==> src/rtl/memory_sequencer_if.sv <==
// Instruction-stream signals between controller/memory and memory_sequencer.
// master = environment (controller and memory), slave = the sequencer.
interface memory_sequencer_if #(
  parameter int unsigned INSTRUCTION_WIDTH = 32
);
  logic [0:INSTRUCTION_WIDTH-1] instr_in;
  logic                         instr_valid_in;
  logic                         instr_ready_out;
  logic                         write_buffer_valid_in;
  logic                         abc_valid_in;
  logic [0:INSTRUCTION_WIDTH-1] mem_instr_out;
  logic                         mem_instr_valid_out;
  logic                         write_buffer_ack_out;
  logic                         busy_out;
  logic                         halted_out;
  logic                         error_out;
  logic [15:0]                  issued_count_out;

  modport master (
    output instr_in, instr_valid_in, write_buffer_valid_in, abc_valid_in,
    input  instr_ready_out, mem_instr_out, mem_instr_valid_out, write_buffer_ack_out,
           busy_out, halted_out, error_out, issued_count_out
  );

  modport slave (
    input  instr_in, instr_valid_in, write_buffer_valid_in, abc_valid_in,
    output instr_ready_out, mem_instr_out, mem_instr_valid_out, write_buffer_ack_out,
           busy_out, halted_out, error_out, issued_count_out
  );
endinterface

==> src/rtl/memory_sequencer.sv <==
// Buffers controller instructions and issues them to memory in order, inserting
// the WRITEB, SENDL and LOADB stalls memory needs.
module memory_sequencer #(
  parameter int unsigned INSTRUCTION_WIDTH = 32,
  parameter int unsigned FIFO_DEPTH        = 4,
  parameter int unsigned WB_TIMEOUT        = 15
) (
  input logic               clk_in,
  input logic               rst_in,
  memory_sequencer_if.slave bus
);
  localparam int unsigned PTR_W = (FIFO_DEPTH > 1) ? $clog2(FIFO_DEPTH) : 1;
  localparam int unsigned TMR_W = $clog2(WB_TIMEOUT + 1);

  typedef logic [PTR_W-1:0] ptr_t;
  typedef logic [PTR_W:0]   cnt_t;
  typedef logic [TMR_W-1:0] tmr_t;

  localparam cnt_t CNT_FULL = cnt_t'(FIFO_DEPTH);
  localparam tmr_t TMR_LAST = tmr_t'(WB_TIMEOUT - 1);

  localparam logic [3:0] OP_END    = 4'b0001;
  localparam logic [3:0] OP_SENDL  = 4'b1000;
  localparam logic [3:0] OP_LOADB  = 4'b1001;
  localparam logic [3:0] OP_WRITEB = 4'b1010;

  typedef enum logic [2:0] {
    ST_IDLE,
    ST_WB_WAIT,
    ST_SENDL_GAP,
    ST_BUF_WAIT,
    ST_HALT
  } state_t;

  state_t state, state_next;

  logic [0:INSTRUCTION_WIDTH-1] fifo_mem [FIFO_DEPTH];
  ptr_t                         wr_ptr, rd_ptr;
  cnt_t                         count;
  logic [0:INSTRUCTION_WIDTH-1] head;
  logic [3:0]                   head_op;
  logic                         fifo_empty, push, pop, issue, ack, wb_expire;
  tmr_t                         wb_timer;

  assign fifo_empty = (count == '0);
  assign head       = fifo_mem[rd_ptr];
  assign head_op    = head[0:3];

  assign bus.instr_ready_out = !rst_in && (count != CNT_FULL) && !bus.halted_out;
  assign bus.busy_out        = !fifo_empty || (state != ST_IDLE);
  assign push                = bus.instr_valid_in && bus.instr_ready_out;

  always_ff @(posedge clk_in) begin
    if (rst_in) state <= ST_IDLE;
    else        state <= state_next;
  end

  always_comb begin
    state_next = state;
    case (state)
      ST_IDLE: begin
        if (!fifo_empty) begin
          case (head_op)
            OP_END:    state_next = ST_HALT;
            OP_LOADB:  if (bus.write_buffer_valid_in) state_next = ST_BUF_WAIT;
            OP_WRITEB: state_next = ST_WB_WAIT;
            OP_SENDL:  state_next = ST_SENDL_GAP;
            default:   state_next = ST_IDLE;
          endcase
        end
      end
      ST_WB_WAIT:   if (bus.abc_valid_in || wb_expire) state_next = ST_IDLE;
      ST_SENDL_GAP: state_next = ST_IDLE;
      ST_BUF_WAIT:  state_next = ST_IDLE;
      ST_HALT:      state_next = ST_HALT;
      default:      state_next = ST_IDLE;
    endcase
  end

  // LOADB is held at the head until BUF_WAIT, giving memory a cycle to latch the line.
  always_comb begin
    issue     = 1'b0;
    pop       = 1'b0;
    ack       = 1'b0;
    wb_expire = 1'b0;
    case (state)
      ST_IDLE: begin
        if (!fifo_empty) begin
          case (head_op)
            OP_END:   pop = 1'b1;
            OP_LOADB: ;
            default: begin
              issue = 1'b1;
              pop   = 1'b1;
            end
          endcase
        end
      end
      ST_BUF_WAIT: begin
        issue = 1'b1;
        pop   = 1'b1;
        ack   = 1'b1;
      end
      ST_WB_WAIT: wb_expire = !bus.abc_valid_in && (wb_timer == TMR_LAST);
      default: ;
    endcase
  end

  always_ff @(posedge clk_in) begin
    if (rst_in) begin
      wr_ptr                   <= '0;
      rd_ptr                   <= '0;
      count                    <= '0;
      wb_timer                 <= '0;
      bus.mem_instr_out        <= '0;
      bus.mem_instr_valid_out  <= 1'b0;
      bus.write_buffer_ack_out <= 1'b0;
      bus.halted_out           <= 1'b0;
      bus.error_out            <= 1'b0;
      bus.issued_count_out     <= '0;
    end else begin
      bus.mem_instr_valid_out  <= issue;
      bus.write_buffer_ack_out <= ack;
      if (issue) begin
        bus.mem_instr_out    <= head;
        bus.issued_count_out <= bus.issued_count_out + 16'd1;
      end
      if (wb_expire) bus.error_out <= 1'b1;
      if (state_next == ST_HALT) bus.halted_out <= 1'b1;
      wb_timer <= (state == ST_WB_WAIT) ? wb_timer + 1'b1 : '0;

      if (state == ST_HALT) begin
        rd_ptr <= wr_ptr;
        count  <= '0;
      end else begin
        if (push) wr_ptr <= wr_ptr + 1'b1;
        if (pop)  rd_ptr <= rd_ptr + 1'b1;
        case ({push, pop})
          2'b10:   count <= count + 1'b1;
          2'b01:   count <= count - 1'b1;
          default: ;
        endcase
      end
    end
  end

  always_ff @(posedge clk_in) begin
    if (push) fifo_mem[wr_ptr] <= bus.instr_in;
  end
endmodule

==> src/flat_wrapper.sv <==
// flat-port wrapper written by rule: the top's interface ports become plain ports
module memory_sequencer_flat 
#(
  parameter int unsigned INSTRUCTION_WIDTH = 32,
  parameter int unsigned FIFO_DEPTH        = 4,
  parameter int unsigned WB_TIMEOUT        = 15
)
  (clk_in, rst_in, bus_instr_in, bus_instr_valid_in, bus_write_buffer_valid_in, bus_abc_valid_in, bus_instr_ready_out, bus_mem_instr_out, bus_mem_instr_valid_out, bus_write_buffer_ack_out, bus_busy_out, bus_halted_out, bus_error_out, bus_issued_count_out);
  memory_sequencer_if #(.INSTRUCTION_WIDTH(INSTRUCTION_WIDTH)) bus_i ();
  input logic clk_in;
  input logic rst_in;
  input wire logic [$bits(bus_i.instr_in)-1:0] bus_instr_in;
  input wire logic [$bits(bus_i.instr_valid_in)-1:0] bus_instr_valid_in;
  input wire logic [$bits(bus_i.write_buffer_valid_in)-1:0] bus_write_buffer_valid_in;
  input wire logic [$bits(bus_i.abc_valid_in)-1:0] bus_abc_valid_in;
  output wire logic [$bits(bus_i.instr_ready_out)-1:0] bus_instr_ready_out;
  output wire logic [$bits(bus_i.mem_instr_out)-1:0] bus_mem_instr_out;
  output wire logic [$bits(bus_i.mem_instr_valid_out)-1:0] bus_mem_instr_valid_out;
  output wire logic [$bits(bus_i.write_buffer_ack_out)-1:0] bus_write_buffer_ack_out;
  output wire logic [$bits(bus_i.busy_out)-1:0] bus_busy_out;
  output wire logic [$bits(bus_i.halted_out)-1:0] bus_halted_out;
  output wire logic [$bits(bus_i.error_out)-1:0] bus_error_out;
  output wire logic [$bits(bus_i.issued_count_out)-1:0] bus_issued_count_out;
  assign bus_i.instr_in = bus_instr_in;
  assign bus_i.instr_valid_in = bus_instr_valid_in;
  assign bus_i.write_buffer_valid_in = bus_write_buffer_valid_in;
  assign bus_i.abc_valid_in = bus_abc_valid_in;
  assign bus_instr_ready_out = bus_i.instr_ready_out;
  assign bus_mem_instr_out = bus_i.mem_instr_out;
  assign bus_mem_instr_valid_out = bus_i.mem_instr_valid_out;
  assign bus_write_buffer_ack_out = bus_i.write_buffer_ack_out;
  assign bus_busy_out = bus_i.busy_out;
  assign bus_halted_out = bus_i.halted_out;
  assign bus_error_out = bus_i.error_out;
  assign bus_issued_count_out = bus_i.issued_count_out;
  memory_sequencer #(.INSTRUCTION_WIDTH(INSTRUCTION_WIDTH), .FIFO_DEPTH(FIFO_DEPTH), .WB_TIMEOUT(WB_TIMEOUT)) u_core (.clk_in(clk_in), .rst_in(rst_in), .bus(bus_i));
endmodule
==> config.mk <==
export PLATFORM = sky130hd
export DESIGN_NAME = memory_sequencer_flat
export DESIGN_NICKNAME = d
export VERILOG_FILES = /design/src/rtl/memory_sequencer_if.sv /design/src/rtl/memory_sequencer.sv /design/src/flat_wrapper.sv
export SDC_FILE = /design/constraint.sdc
export NUM_CORES = 1
export LEC_CHECK = 0
export ABC_CLOCK_PERIOD_IN_PS = 4800
export BUFFER_PORTS_ARGS = -buffer_cell sky130_fd_sc_hd__clkbuf_2
export CORE_AREA = 3 3 135 150
export DETAILED_ROUTE_END_ITERATION = 10
export DIE_AREA = 0 0 138 153
export PLACE_DENSITY = 0.61
export SLEW_MARGIN = 25
export SYNTH_ARGS = -nofsm -noshare
export SYNTH_HDL_FRONTEND = slang
export SYNTH_SLANG_ARGS = --single-unit
==> constraint.sdc <==
create_clock -name clk_in -period 4.8 [get_ports clk_in]
set_clock_uncertainty 0.1 [all_clocks]
set_input_delay 0.48 -clock clk_in [delete_from_list [all_inputs] [get_ports clk_in]]
set_output_delay 0.48 -clock clk_in [all_outputs]
set_load 0.02 [all_outputs]
# [Word level (Yosys, flattened, before mapping)]
# Memory sizes are Yosys's and may differ from the RTL's. A register that Yosys moved wholly into a read port is not among the register bits.
# Index checks and enable logic that the tools add are counted.
[classes] eq_ne=12 n_mux=20 n_bitwise=2 reduce_logical=19 add_sub_neg=6
[op_table] cell="16-bit by 1-bit adder with 16-bit output, second input constant" n=1
[op_table] cell="4-bit equality test, second input constant" n=4
[op_table] cell="3-bit case mux with 4 select lines" n=1
[op_table] cell="3-bit two-way mux" n=3
[op_table] cell="3-bit case mux with 3 select lines" n=1
[op_table] cell="1-bit two-way mux" n=8
[op_table] cell="2-bit two-way mux" n=4
[op_table] cell="3-bit equality test, second input constant" n=2
[op_table] cell="3-bit logical NOT" n=2
[op_table] cell="3-bit case mux with 2 select lines" n=1
[op_table] cell="2-bit OR reduction" n=3
[op_table] cell="2-bit by 1-bit adder with 2-bit output, second input constant" n=2
[op_table] cell="4-bit by 1-bit adder with 4-bit output, second input constant" n=1
[op_table] cell="4-bit by 1-bit equality test with 1-bit output, second input constant" n=1
[op_table] cell="1-bit logical AND" n=4
[op_table] cell="1-bit logical NOT" n=4
[op_table] cell="1-bit case mux with 2 select lines" n=2
[op_table] cell="2-bit nonzero test" n=2
[op_table] cell="3-bit by 1-bit adder with 3-bit output, second input constant" n=1
[op_table] cell="3-bit by 1-bit equality test with 1-bit output, second input constant" n=1
[op_table] cell="3-bit by 2-bit equality test with 1-bit output, second input constant" n=1
[op_table] cell="3-bit != test, second input constant" n=1
[op_table] cell="3-bit nonzero test" n=1
[op_table] cell="3-bit by 1-bit subtractor with 3-bit output, second input constant" n=1
[op_table] cell="5 further kinds" n=7
[word_totals] mem_bits_rw=128 reg_bits=66 in_bits=37 output_inout_bits=54 wordCells=71 mem_count=1
[memory_table] name="u_core.fifo_mem" words=4 width=32 rd=1 rd_clocked_by_memory_dff=1 write_ports=1 line="memory_sequencer.sv:37" rtl="logic [0:INSTRUCTION_WIDTH-1] fifo_mem [FIFO_DEPTH];"

# [Depth between registers and ports, before layout]
# Gate-level depths: netlist of run 1.
[depth] ltp_word=8 ltp_mapped=12 mapped_depth_nobuf=11

# [Worst setup path after synthesis of run 1]
# OpenSTA, ideal clock, no wires.
[synth_timing] kind="input -> register" startpoint="input rst_in" endpoint="memory u_core.fifo_mem[0][0] (netlist name) (enable)" path_buffers=0 setup_time_ps=392 t_arrival_ps=2130 setup_slack_ps=2178 stages=2 cell_sequence="a2111oi_0 -> and2_1"
[synth_via] elab_chain_len=6
[synth_rtl] element="from (decl)" line="flat_wrapper.sv:11" rtl="input logic rst_in;"
[synth_rtl] element="1-bit logical NOT" line="memory_sequencer.sv:49" rtl="assign bus.instr_ready_out = !rst_in && (count != CNT_FULL) && !bus.halted_out;"
[synth_rtl] element="1-bit logical AND (2 in a row)" line="memory_sequencer.sv:49"
[synth_rtl] element="1-bit logical AND" line="memory_sequencer.sv:51" rtl="assign push = bus.instr_valid_in && bus.instr_ready_out;"
[synth_rtl] element="1-bit two-way mux" line="memory_sequencer.sv:148" rtl="if (push) fifo_mem[wr_ptr] <= bus.instr_in;"
[synth_rtl] element="1-bit two-way mux (implied by the code)" line="memory_sequencer.sv:148"
[synth_rtl] element="to (decl)" line="memory_sequencer.sv:37"
# Every way passes these cells.

==> results of run 1 <==
## state kept, by name, summed over array words and instances, names as in the netlist, named ones only
register,cells
u_core.bus.issued_count_out,16
u_core.state,3
u_core.wb_timer,4
u_core.count,3
u_core.bus.mem_instr_valid_out,1
u_core.fifo_mem,128
u_core.bus.write_buffer_ack_out,1
u_core.rd_ptr,2
u_core.bus.mem_instr_out,32
u_core.bus.halted_out,1
u_core.bus.error_out,1
u_core.wr_ptr,2
## critical path, delay by kind of cell, from the launching register on
family | cells | cell delay, ps
buf+inv | 1 | 380
flops | 1 | 570
simple gates | 3 | 1530
mux | 2 | 750
## worst max-delay path by stage
| stage | endpoint | slack [ps] | cells past startpoint |
|---|---|---|---|
| global placement | u_core.bus.issued_count_out[15]$_SDFFE_PP0P_ | 1320 | 5 |
| floorplan | u_core.fifo_mem[0][0]$_DFFE_PP_ | 2180 | 2 |
| CTS | u_core.bus.issued_count_out[15]$_SDFFE_PP0P_ | 1310 | 5 |
| finish | u_core.bus.issued_count_out[15]$_SDFFE_PP0P_ | 1360 | 6 |
| global route | u_core.bus.issued_count_out[15]$_SDFFE_PP0P_ | 1120 | 5 |
| detailed placement | u_core.bus.issued_count_out[15]$_SDFFE_PP0P_ | 1300 | 5 |
## metrics by stage
| step | power, W | cell area [sq um] | hold slack [ps] | utilization, % |
|---|---|---|---|---|
| 2_1_floorplan | 0.00298 | 7490 | 330 | - |
| 3_3_place_gp | 0.00330 | 8170 | 342 | 43.1 |
| 3_5_place_dp | 0.00333 | 8170 | 345 | 43.1 |
| 4_1_cts | 0.00491 | 8840 | 154 | 46.6 |
| 5_1_grt | 0.00511 | 8840 | 155 | 46.6 |
| 6_report | 0.00486 | 8840 | 174 | 46.6 |
## layer usage
layer	routed length, microns	vias to the layer above
li1	-	2063
met1	6550	2106
met2	7330	107
met3	643	19
met4	286	0
met5	0	-
## power groups by stage
stage          Clock, W  Sequential, W  Combinational, W
5_1_grt         0.00169        0.00219           0.00122
3_5_place_dp          0        0.00220           0.00112
3_3_place_gp          0        0.00220           0.00111
2_1_floorplan         0        0.00229          0.000689
6_report        0.00158        0.00217           0.00111
4_1_cts         0.00161        0.00217           0.00113
## layout make-up
cell class,instances,area [sq um],share of cell area (%)
sequential,196,5210,58.9
clock inverter,12,224,2.53
clock buffer,19,443,5.01
tap,247,309,3.49
inverter,9,33.8,0.382
multi-input combinational,280,2150,24.3
timing repair buffer,94,480,5.43
## synth_stat cells, types with 2 or more instances
master and number:
nand4_1 4, nor3b_1 3, nand3_1 9, and2_1 4, nand2b_1 5, and4_1 2
nor3_1 13, nand2_1 73, clkbuf_1 15, nor4_1 3, nor2b_1 3, a31o_2 2
nor4b_1 3, buf_2 8, a21oi_1 40, xnor2_1 15, a2111oi_0 3, ha_1 8
buf_1 2, xor2_1 3, a21o_1 3, buf_6 2, edfxtp_1 128, inv_1 9
dfxtp_1 68, a41oi_1 2, mux4_2 32, nor2_1 34
## cell families after synthesis
logic type               count (synthesis)
adder cells (fa/ha/maj)                  9
multiplexers                            34
AND/OR/NAND/NOR                        164
AO/OA/AOI/OAI                           55
XOR/XNOR                                18
flip-flops                             196
buffers and inverters                   36
## placed cells by master, fill, tap and decap left out, types with 9 or more instances in the layout
cell type	instances
a21oi_1	39
clkbuf_16	17
clkbuf_2	90
dfxtp_1	66
edfxtp_1	128
inv_1	9
mux4_2	32
nand2_1	73
nand3_1	9
nor2_1	33
nor3_1	13
xnor2_1	15
==> out/results.env, run 1 <==
OUTCOME='finished clean'
P_INT_W=0.00342
CRITPATHKIND='flop to flop'
INITIAL_UTILIZATION_PCT=39.5
SLEW_VIOL_FINAL=0
FLOW.AREA_GROWTH_FROM_SYNTHESIS_PCT=18.1
SYNTHESIS.NETS=558
VDD_IR_DROP_MAX_mV=0.222
POST_SYNTH_XOR_AREA_FRACTION_PCT=2.10
TIMING_HOLD_VIOLATIONS_FINAL=0
GRT_SETUP_UNREPAIRED='no'
IO_BUFFERS=90
NUMBER_OF_ENABLE_FLIP_FLOP_CELLS_AFTER_SYNTHESIS=128
POSTCTSRESIZEDCELLS=0
WORST_SETUP_PATH_START_KIND='flop'
CRITPATHREQUIREDTIME_PS=5020
NUMBER_OF_ANTENNA_VIOLATIONS_AT_THE_FIRST_CHECK_IN_GLOBAL_ROUTING=0
SYNTH_COMPOUND_GATE_AREA_SHARE_PCT=4.26
YS_ASYNC_SR_FRACTION_PCT=0
POSTSYNTHREGISTERBITS=196
CTS_SETUP_BUFFERS=0
FINAL_NETS=644
POWER.SHARE.SWITCHING_PCT=29.7
GLOBAL_ROUTE.USAGE.MET2_PCT=23.7
PERIOD_MINUS_SLACK_PS=3440
DRT_WL_CELL_MICRONS=17.3
PWR-SHARE-COMB_PCT=22.8
CTS_BUFFER_DEPTH=2
N_ANTENNA_CELL=0
DRC=0
FLOORPLAN.CORE_AREA_SQ_UM=19000
TRITONCTS_NUM_SINKS=196
POWER_FRAC_CLOCK_PCT=32.6
POST-PLACE-CELLS=826
MAXCAPVIOLCOUNT=0
DOMINANT_COMBINATIONAL_CELL_FAMILY_BY_AREA_AFTER_SYNTHESIS='simple AND/OR/NAND/NOR gates'
MAXSLEWHEADROOM_PCT=32.3
NETLIST_INSTANCES=512
WORST_R2R_ENDPOINT='u_core.bus.issued_count_out[15]$_SDFFE_PP0P_'
HTREEDEPTH=4
FILL_CELLS=1679
COUNT_OF_CELL_TYPES_IN_THE_NETLIST=44
CTS_INSERTED_BUFFERS=17
PLACE_WORST_SETUP_SLACK_PS=1300
FINAL-INSTANCE-COUNT-EXCL-FILL=857
TIMING.FINAL.WS_SETUP_PS=1360
TIMING.CRITICAL_PATH.CELLS='buf_4 > mux4_2 > nor4b_4 > or2_2 > nor4_4 > mux2_1'
IO-PIN-COUNT=91
PATH_CLK_SLEW_PS=70
POST_SYNTH_FA_HA_MAJ_AREA_FRACTION_PCT=1.60
DIE_W_MICRONS=138
GRT_OVERFLOW_TOTAL=0
FP.DIEAREA_SQ_UM=21100
ROWS=53
FINALWEIGHTEDCONGESTION=0.784
AVGVIACOUNTPERCELL=5.01
R2R_SLACK_PS=1360
REG2REG_DEPTH=6
SYNTH.TOP_CELLS.BY_AREA='edfxtp_1 (51%), dfxtp_1 (18%), mux4_2 (9.6%)'
MIN-DELAY-START='bus_instr_in[23]'
POWER_SWITCHING_W=0.00144
GRT_START_MAX_NET_PINS=67
CRITICAL_PATH_PEAK_FANOUT=35
VIAS=4295
WORST_PATH_MAX_DELAY_CELL='or2_2'
P_LEAK_nW=3.10
DETAILEDROUTE.FIRSTPASSITERATIONCOUNT=6
SYNTH.MUX.AREA_FRACTION_PCT=9.90
ANTENNA_VIOLATING_NETS_POST_ROUTE=0
POWER.SHARE.SEQUENTIAL_PCT=44.6
TOTALNEGATIVESETUPSLACK_PS=0
GRT_USE_MET3_PCT=3.22
TIMING_WORST_SLEW_PIN_VALUE_PS=1010
FIRST_GLOBAL_VIAS=4486
CTS-ROOT-BUF='clkbuf_16'
SETUP_VIOL=0
SYNTH_TOP_AREA_CELL='edfxtp_1'
GLOBALROUTETOTALUTIL_PCT=14.3
SYNTHSIMPLEGATEAREAFRAC_PCT=10.5
DETAILED_ROUTE_WIRE_LENGTH_MICRONS=14800
CTS-HOLD-FIX-BUFFERS=0
CTS_TREE='done'
FLOORPLAN.DIE.HEIGHT_MICRONS=153
DRT_ITER0_MARKERS=350
WORSTHOLDPATHTYPE='input port to flop'
YOSYS_MOST_USED_DFF='edfxtp_1'
SEQ_AREA_FRAC_SYNTH_PCT=69.5
LAYOUT-DRIVE-GT1-SHARE_PCT=28.0
MIN_DELAY_PATH_DEPTH=1
MIN_PERIOD_OVER_PERIOD_PCT=71.8
SYNTH_AREA_SQ_UM=7490
YOSYS_WARNINGS=0
GRT_UTIL_MET1_PCT=18.3
GRT_FIRST_PASS_WIRELENGTH_MICRONS=23700
POWER_DENSITY_nW_PER_UM2=549
YOSYS.AREA.TOP_TYPE_SHARE_PCT=51.3
TIMING.HOLD.WORST_ENDPOINT='u_core.fifo_mem[2][23]$_DFFE_PP_'
SETUP.WORST_PATH.END_CLASS='flop'
GR-MAX-USAGE-LAYER='met2'
WORST-ENDPOINT-ARRIVAL_PS=3660
DP.FINAL_HPWL_MICRONS=9190
CRITICAL_PATH.MAX_STAGE_DELAY_PS=760
INSERTION_DELAY_PS=430
CLOCK.FMAX_MHz=290
SYN-MEAN-INSTANCE-AREA_SQ_UM=14.6
(Power assumes the default switching activity.)
==> inputs of run 2 (changes only) <==
--- a/config.mk
+++ b/config.mk
@@ -5,7 +5,7 @@
 export SDC_FILE = /design/constraint.sdc
 export NUM_CORES = 1
 export LEC_CHECK = 0
-export ABC_CLOCK_PERIOD_IN_PS = 4800
+export ABC_CLOCK_PERIOD_IN_PS = 3300
 export BUFFER_PORTS_ARGS = -buffer_cell sky130_fd_sc_hd__clkbuf_2
 export CORE_AREA = 3 3 135 150
 export DETAILED_ROUTE_END_ITERATION = 10
==> constraint.sdc (replaced) <==
create_clock -name clk_in -period 3.3 [get_ports clk_in]
set_clock_uncertainty 0.1 [all_clocks]
set_input_delay 0.33 -clock clk_in [delete_from_list [all_inputs] [get_ports clk_in]]
set_output_delay 0.33 -clock clk_in [all_outputs]
set_load 0.02 [all_outputs]
==> run 2 against run 1 <==
  * Cell area rose by 2.0%
  * Worst setup slack lost 850 ps
  * Die area stayed put
  * Critical endpoint is now u_core.count[2]$_SDFFE_PP0P_
  * Core utilization rose by 0.94 points
  * Largest power group unchanged
==> out/results.env, run 2 (synthesis results as in run 1) <==
PERIOD_MINUS_SLACK_PS=2790  # was 3440 ps
CTS_SETUP_BUFFERS=0  # unchanged
OUTCOME='finished clean'  # unchanged
WORST-ENDPOINT-ARRIVAL_PS=2980  # was 3660 ps
NUMBER_OF_ANTENNA_VIOLATIONS_AT_THE_FIRST_CHECK_IN_GLOBAL_ROUTING=1  # was 0
AVGVIACOUNTPERCELL=5.06  # was 5.01
GRT_OVERFLOW_TOTAL=0  # unchanged
CRITICAL_PATH_PEAK_FANOUT=6  # was 35
ROWS=53  # unchanged
MIN_PERIOD_OVER_PERIOD_PCT=84.6  # was 71.8%
POWER_DENSITY_nW_PER_UM2=768  # was 549 nW/um^2
CTS_INSERTED_BUFFERS=17  # unchanged
FIRST_GLOBAL_VIAS=4590  # was 4486
CTS_BUFFER_DEPTH=2  # unchanged
FP.DIEAREA_SQ_UM=21100  # unchanged
INITIAL_UTILIZATION_PCT=39.5  # unchanged
FLOORPLAN.DIE.HEIGHT_MICRONS=153  # unchanged
FLOW.AREA_GROWTH_FROM_SYNTHESIS_PCT=20.5  # was 18.1%
R2R_SLACK_PS=510  # was 1360 ps
SETUP.WORST_PATH.END_CLASS='flop'  # unchanged
REGMOSTFLOPS='u_core.fifo_mem'  # unchanged
INSERTION_DELAY_PS=430  # about the same
DETAILEDROUTE.FIRSTPASSITERATIONCOUNT=5  # was 6
FLOORPLAN.CORE_AREA_SQ_UM=19000  # unchanged
TIMING_HOLD_VIOLATIONS_FINAL=0  # unchanged
CLOCK.FMAX_MHz=358  # was 290 MHz
PATH_CLK_SLEW_PS=70  # about the same
LAYOUT.CELLS.MOST_COMMON='edfxtp_1'  # unchanged
POWER_SWITCHING_W=0.00217  # was 0.00144 W
FINAL_CELL_MIX='edfxtp_1 (128), clkbuf_2 (90), nand2_1 (73)'  # unchanged
WORST_SETUP_PATH_START_KIND='flop'  # unchanged
GLOBALROUTETOTALUTIL_PCT=15.0  # was 14.3%
WORSTHOLDPATHTYPE='input port to flop'  # unchanged
REG2REG_DEPTH=11  # was 6
DIE_W_MICRONS=138  # unchanged
FINALWEIGHTEDCONGESTION=0.811  # was 0.784
DETAILED_ROUTE_WIRE_LENGTH_MICRONS=15300  # was 14800 microns
TOTALNEGATIVESETUPSLACK_PS=0  # unchanged
CTS-ROOT-BUF='clkbuf_16'  # unchanged
WORST_R2R_ENDPOINT='u_core.count[2]$_SDFFE_PP0P_'  # was u_core.bus.issued_count_out[15]$_SDFFE_PP0P_
VDD_IR_DROP_MAX_mV=0.466  # was 0.222 mV
GRT_START_MAX_NET_PINS=67  # unchanged
BIGGESTREGSBYFLOPS='u_core.fifo_mem (128), u_core.bus.mem_instr_out (32), u_core.bus.issued_count_out (16)'  # unchanged
POWER.SHARE.SWITCHING_PCT=31.2  # was 29.7%
SETUP_VIOL=0  # unchanged
LARGEST_REGISTER_FF_COUNT=128  # unchanged
TIMING_WORST_SLEW_PIN_VALUE_PS=772  # was 1010 ps
IO-PIN-COUNT=91  # unchanged
GRT_SETUP_UNREPAIRED='no'  # unchanged
DRT_WL_CELL_MICRONS=17.4  # was 17.3 microns
MIN-DELAY-START='bus_instr_in[9]'  # was bus_instr_in[23]
TIMING.FINAL.WS_SETUP_PS=507  # was 1360 ps
P_INT_W=0.00476  # was 0.00342 W
CTS_TREE='done'  # unchanged
CRITPATHREQUIREDTIME_PS=3490  # was 5020 ps
DRT_ITER0_MARKERS=281  # was 350
ANTENNA_VIOLATING_NETS_POST_ROUTE=0  # unchanged
MAXSLEWHEADROOM_PCT=48.6  # was 32.3%
LAYOUT-DRIVE-GT1-SHARE_PCT=28.8  # was 28.0%
IO_BUFFERS=90  # unchanged
SLEW_VIOL_FINAL=0  # unchanged
PLACE_WORST_SETUP_SLACK_PS=503  # was 1300 ps
TOTALPOWERFINAL_W=0.00693  # was 0.00486 W
POWER.SHARE.SEQUENTIAL_PCT=44.7  # was 44.6%
VIAS=4448  # was 4295
CRITPATHKIND='flop to flop'  # unchanged
MIN_DELAY_PATH_DEPTH=1  # unchanged
PWR-SHARE-COMB_PCT=25.7  # was 22.8%
P_LEAK_nW=3.19  # was 3.10 nW
HTREEDEPTH=4  # unchanged
GRT_FIRST_PASS_WIRELENGTH_MICRONS=24600  # was 23700 microns
DP.FINAL_HPWL_MICRONS=9600  # was 9190 microns
TIMING.HOLD.WORST_ENDPOINT='u_core.fifo_mem[3][9]$_DFFE_PP_'  # was u_core.fifo_mem[2][23]$_DFFE_PP_
FINAL_NETS=664  # was 644
POWER_FRAC_CLOCK_PCT=29.6  # was 32.6%
DRC=0  # unchanged
MAXCAPVIOLCOUNT=0  # unchanged
TRITONCTS_NUM_SINKS=196  # unchanged
## run 2: cell types whose count changed in the layout (fill, tap and decap cells not counted), sizes merged, moves of 2 or more
cell | before | now
clkbuf | 109 | 111
inv | 12 | 16
buf | 4 | 14
bufinv | 6 | 0
clkinv | 2 | 4
dlygate4sd3 | 0 | 10
## run 2: worst max-delay path by stage
stage	from	to	slack (ps)	depth (start not counted)
finish	flop	u_core.count[2]$_SDFFE_PP0P_	510	11
floorplan	flop	u_core.count[2]$_SDFFE_PP0P_	680	12
detailed placement	flop	u_core.count[2]$_SDFFE_PP0P_	500	11
CTS	flop	u_core.count[2]$_SDFFE_PP0P_	490	11
global placement	flop	u_core.count[2]$_SDFFE_PP0P_	560	11
global route	flop	u_core.count[2]$_SDFFE_PP0P_	270	11
## run 2: critical path, stage by stage (launching register included)
cell     delay, ps
dfxtp_2        430
mux4_2         580
nor2b_1        190
a21o_1         210
nand2_1         80
ha_1           180
inv_1           60
fa_1           370
xor2_1         150
nor2_1         120
xnor2_1        130
nor3_1          60
## run 2: layout make-up
cell class                 count  area [sq um]
clock buffer                  21           526
sequential                   196          5210
antenna                        1          2.50
inverter                       9          33.8
fill                        1693          9940
timing repair buffer         114           726
clock inverter                11          77.6
multi-input combinational    280          2140
tap                          247           309
## run 2: metal layers
layer / up-vias / GRT usage, % / share of wire, %
met3: 18 / 4.41 / 4.5
met4: 0 / 5.22 / 1.3
met2: 113 / 25.6 / 52
met1: 2209 / 18.2 / 42
met5: - / 0 / 0
li1: 2108 / - / -
## run 2: through the flow
step,util [%],hold slack [ps],instances,instance area [sq um]
global placement,43.7,342,835,8290
floorplan,-,329,512,7490
CTS,47.3,0.651,876,8980
global route,47.6,4.59,879,9020
detailed placement,43.7,348,835,8290
finish,47.6,20.8,879,9020
## run 2: power by group through the flow
stage	Sequential, W	Clock, W	Combinational, W
global route	0.00314	0.00219	0.00197
detailed placement	0.00315	0	0.00175
global placement	0.00315	0	0.00172
CTS	0.00311	0.00210	0.00176
floorplan	0.00333	0	0.00100
finish	0.00310	0.00205	0.00178
## run 2: timing repair
item	4_1_cts	5_1_grt
endpoints found under the hold margin	29	4
hold buffers	9	1
setup endpoints to repair	0	0
resized for setup	0	0
==> inputs of run 3 (changes only) <==
--- a/config.mk
+++ b/config.mk
@@ -5,7 +5,7 @@
 export SDC_FILE = /design/constraint.sdc
 export NUM_CORES = 1
 export LEC_CHECK = 0
-export ABC_CLOCK_PERIOD_IN_PS = 3300
+export ABC_CLOCK_PERIOD_IN_PS = 2700
 export BUFFER_PORTS_ARGS = -buffer_cell sky130_fd_sc_hd__clkbuf_2
 export CORE_AREA = 3 3 135 150
 export DETAILED_ROUTE_END_ITERATION = 10
==> constraint.sdc (replaced) <==
create_clock -name clk_in -period 2.7 [get_ports clk_in]
set_clock_uncertainty 0.1 [all_clocks]
set_input_delay 0.27 -clock clk_in [delete_from_list [all_inputs] [get_ports clk_in]]
set_output_delay 0.27 -clock clk_in [all_outputs]
set_load 0.02 [all_outputs]
==> run 3 against run 2 <==
  * Critical path depth is the same
  * Core utilization grew 1.4 points
  * First-iteration DRC count shrank 3.9%
  * Cell count grew 4.3%
  * Count of clock-buffer cells in the layout grew 1
  * Worst setup slack lost 400 ps
  * Clock power grew 16%
  * Routed wire length grew 1.2%
  * Combinational power grew 28%
  * Highest routed layer unchanged
==> out/results.env, run 3 (synthesis results as in run 1) <==
OUTCOME='finished clean'  # unchanged
GRT_FIRST_PASS_WIRELENGTH_MICRONS=24900  # was 24600 microns
FINAL_CORE_UTIL_PCT=49.0  # was 47.6%
FIN_WORST_HOLD_SLACK_PS=42.6  # was 20.8 ps
ANTENNA_VIOLATING_NETS_POST_ROUTE=0  # unchanged
TIMING_WORST_SLEW_PIN_VALUE_PS=739  # was 772 ps
FINALWEIGHTEDCONGESTION=0.808  # was 0.811
LAYOUT-DRIVE-GT1-SHARE_PCT=30.0  # was 28.8%
DETAILED_ROUTE_WIRE_LENGTH_MICRONS=15500  # was 15300 microns
CTS_INSERTED_BUFFERS=17  # unchanged
GLOBALROUTETOTALUTIL_PCT=15.1  # was 15.0%
HTREEDEPTH=4  # unchanged
POWER_DENSITY_nW_PER_UM2=912  # was 768 nW/um^2
LARGEST_REGISTER_FF_COUNT=128  # unchanged
DRT_ITER0_MARKERS=270  # was 281
VDD_IR_DROP_MAX_mV=0.542  # was 0.466 mV
AVGVIACOUNTPERCELL=5.05  # was 5.06
FINAL_NETS=703  # was 664
NUMBER_OF_ANTENNA_VIOLATIONS_AT_THE_FIRST_CHECK_IN_GLOBAL_ROUTING=0  # was 1
IO-PIN-COUNT=91  # unchanged
CRITICAL_PATH.MAX_STAGE_DELAY_PS=530  # was 580 ps
DRC=0  # unchanged
CRITICAL_PATH_PEAK_FANOUT=5  # was 6
POSTPLACECELLAREA_SQ_UM=8310  # was 8290 sq um
INITIAL_UTILIZATION_PCT=39.5  # unchanged
FLOORPLAN.DIE.HEIGHT_MICRONS=153  # unchanged
WORST_PATH_MAX_DELAY_CELL='mux4_2'  # unchanged
FINAL_CELL_MIX='edfxtp_1 (128), clkbuf_2 (91), nand2_1 (73)'  # was edfxtp_1 (128), clkbuf_2 (90), nand2_1 (73)
WORST-ENDPOINT-ARRIVAL_PS=2840  # was 2980 ps
PERIOD_MINUS_SLACK_PS=2590  # was 2790 ps
WORSTHOLDPATHTYPE='input port to flop'  # unchanged
MIN_PERIOD_OVER_PERIOD_PCT=96.0  # was 84.6%
ROWS=53  # unchanged
PATH_CLK_SLEW_PS=70  # about the same
WORST_SETUP_PATH_START_KIND='flop'  # unchanged
TIMING.CRITICAL_PATH.CELLS='buf_4 > mux4_2 > nor2b_2 > a21o_1 > nand2_1 > ha_2 > inv_1 > fa_2 > nor2_1 > a21oi_1 > nor3_1'  # was mux4_2 > nor2b_1 > a21o_1 > nand2_1 > ha_1 > inv_1 > fa_1 > xor2_1 > nor2_1 > xnor2_1 > nor3_1
SETUP_VIOL=0  # unchanged
SETUP.WORST_PATH.END_CLASS='flop'  # unchanged
SLEW_VIOL_FINAL=0  # unchanged
FP.DIEAREA_SQ_UM=21100  # unchanged
TRITONCTS_NUM_SINKS=196  # unchanged
DP.FINAL_HPWL_MICRONS=9830  # was 9600 microns
CTS_BUFFER_DEPTH=2  # unchanged
CRITPATHREQUIREDTIME_PS=2940  # was 3490 ps
DRT_WL_CELL_MICRONS=16.9  # was 17.4 microns
BIGGESTREGSBYFLOPS='u_core.fifo_mem (128), u_core.bus.mem_instr_out (32), u_core.bus.issued_count_out (16)'  # unchanged
PATH_DELAY_FAMILY='adder cells'  # was multiplexers
LAYOUT.CELLS.MOST_COMMON='edfxtp_1'  # unchanged
CRITPATHKIND='flop to flop'  # unchanged
CTS_TREE='done'  # unchanged
DIE_W_MICRONS=138  # unchanged
P_LEAK_nW=3.34  # was 3.19 nW
REGMOSTFLOPS='u_core.fifo_mem'  # unchanged
FLOW.AREA_GROWTH_FROM_SYNTHESIS_PCT=24.0  # was 20.5%
TOTALNEGATIVESETUPSLACK_PS=0  # unchanged
N_ANTENNA_CELL=0  # was 1
IO_BUFFERS=90  # unchanged
FINAL_DESIGN_AREA_NO_FILL_SQ_UM=9290  # was 9020 sq um
FIRST_GLOBAL_VIAS=4675  # was 4590
MAXSLEWHEADROOM_PCT=50.8  # was 48.6%
INSERTION_DELAY_PS=430  # about the same
CLOCK.FMAX_MHz=386  # was 358 MHz
DETAILEDROUTE.FIRSTPASSITERATIONCOUNT=4  # was 5
GRT_START_MAX_NET_PINS=67  # unchanged
TIMING_HOLD_VIOLATIONS_FINAL=0  # unchanged
FLOORPLAN.CORE_AREA_SQ_UM=19000  # unchanged
VIAS=4630  # was 4448
GRT_OVERFLOW_TOTAL=0  # unchanged
MAXCAPVIOLCOUNT=0  # unchanged
CP_NUM_BUF_INV=2  # was 1
CTS-ROOT-BUF='clkbuf_16'  # unchanged
[run 3: cell types whose count changed in the layout (fill, tap and decap cells not counted), moves of 2 or more]
cell / change
nor2b_1: -2
inv_6: -2
clkbuf_16: -2
buf_4: +21
dlygate4sd3_1: +22
buf_12: -3
[run 3: timing repair]
action,in CTS,in global routing
resized for setup,2,4
hold buffers,32,0
pin swaps,3,4
setup buffers,4,6
endpoints found under the hold margin,128,0
endpoints found under the setup margin,35,2
cloned,0,0
[run 3: final cells by class]
class                      count  area, sq um
inverter                       9         33.8
multi-input combinational    280         2150
fill                        1684         9680
clock buffer                  22          498
timing repair buffer         153         1020
clock inverter                10         65.1
sequential                   196         5210
tap                          247          309
[run 3: final timing paths]
check,start,end,slack [ps],cells after the start
setup / recovery,flop,u_core.count[1]$_SDFFE_PP0P_,110,11
hold / removal,bus_abc_valid_in,u_core.state[0]$_SDFF_PP0_,40,4
setup reg to reg,flop,u_core.count[1]$_SDFFE_PP0P_,110,11
hold reg to reg,u_core.bus.mem_instr_out[25]$_SDFFE_PP0P_,u_core.bus.mem_instr_out[25]$_SDFFE_PP0P_,360,2
[run 3: power breakdown]
group	switching [W]	total, W	internal (W)
combinational	0.00133	0.00228	0.000944
sequential	0.000238	0.00381	0.00357
clock	0.00106	0.00238	0.00132
total	0.00264	0.00847	0.00584
[run 3: metrics by stage]
step           setup WS, ps  std cells  total power, W
2_1_floorplan          81.8        512         0.00529
3_3_place_gp          -40.4        843         0.00599
3_5_place_dp           -120        843         0.00604
4_1_cts                4.78        911         0.00849
5_1_grt               -60.5        917         0.00893
6_report                109        917         0.00847
[run 3: worst min-delay path, delay by kind of cell]
family,cells,cell delay (ps)
AO/OA/AOI/OAI,1,60
buffers and inverters,1,80
AND/OR/NAND/NOR,2,120
[run 3: layer usage]
metal / up-vias / global-route usage, % / part of all wire (%)
li1: 2186 / - / -
met1: 2297 / 18.1 / 42
met2: 131 / 26.3 / 53
met3: 16 / 3.85 / 4.6
met4: 0 / 5.27 / 1.3
met5: - / 0 / 0
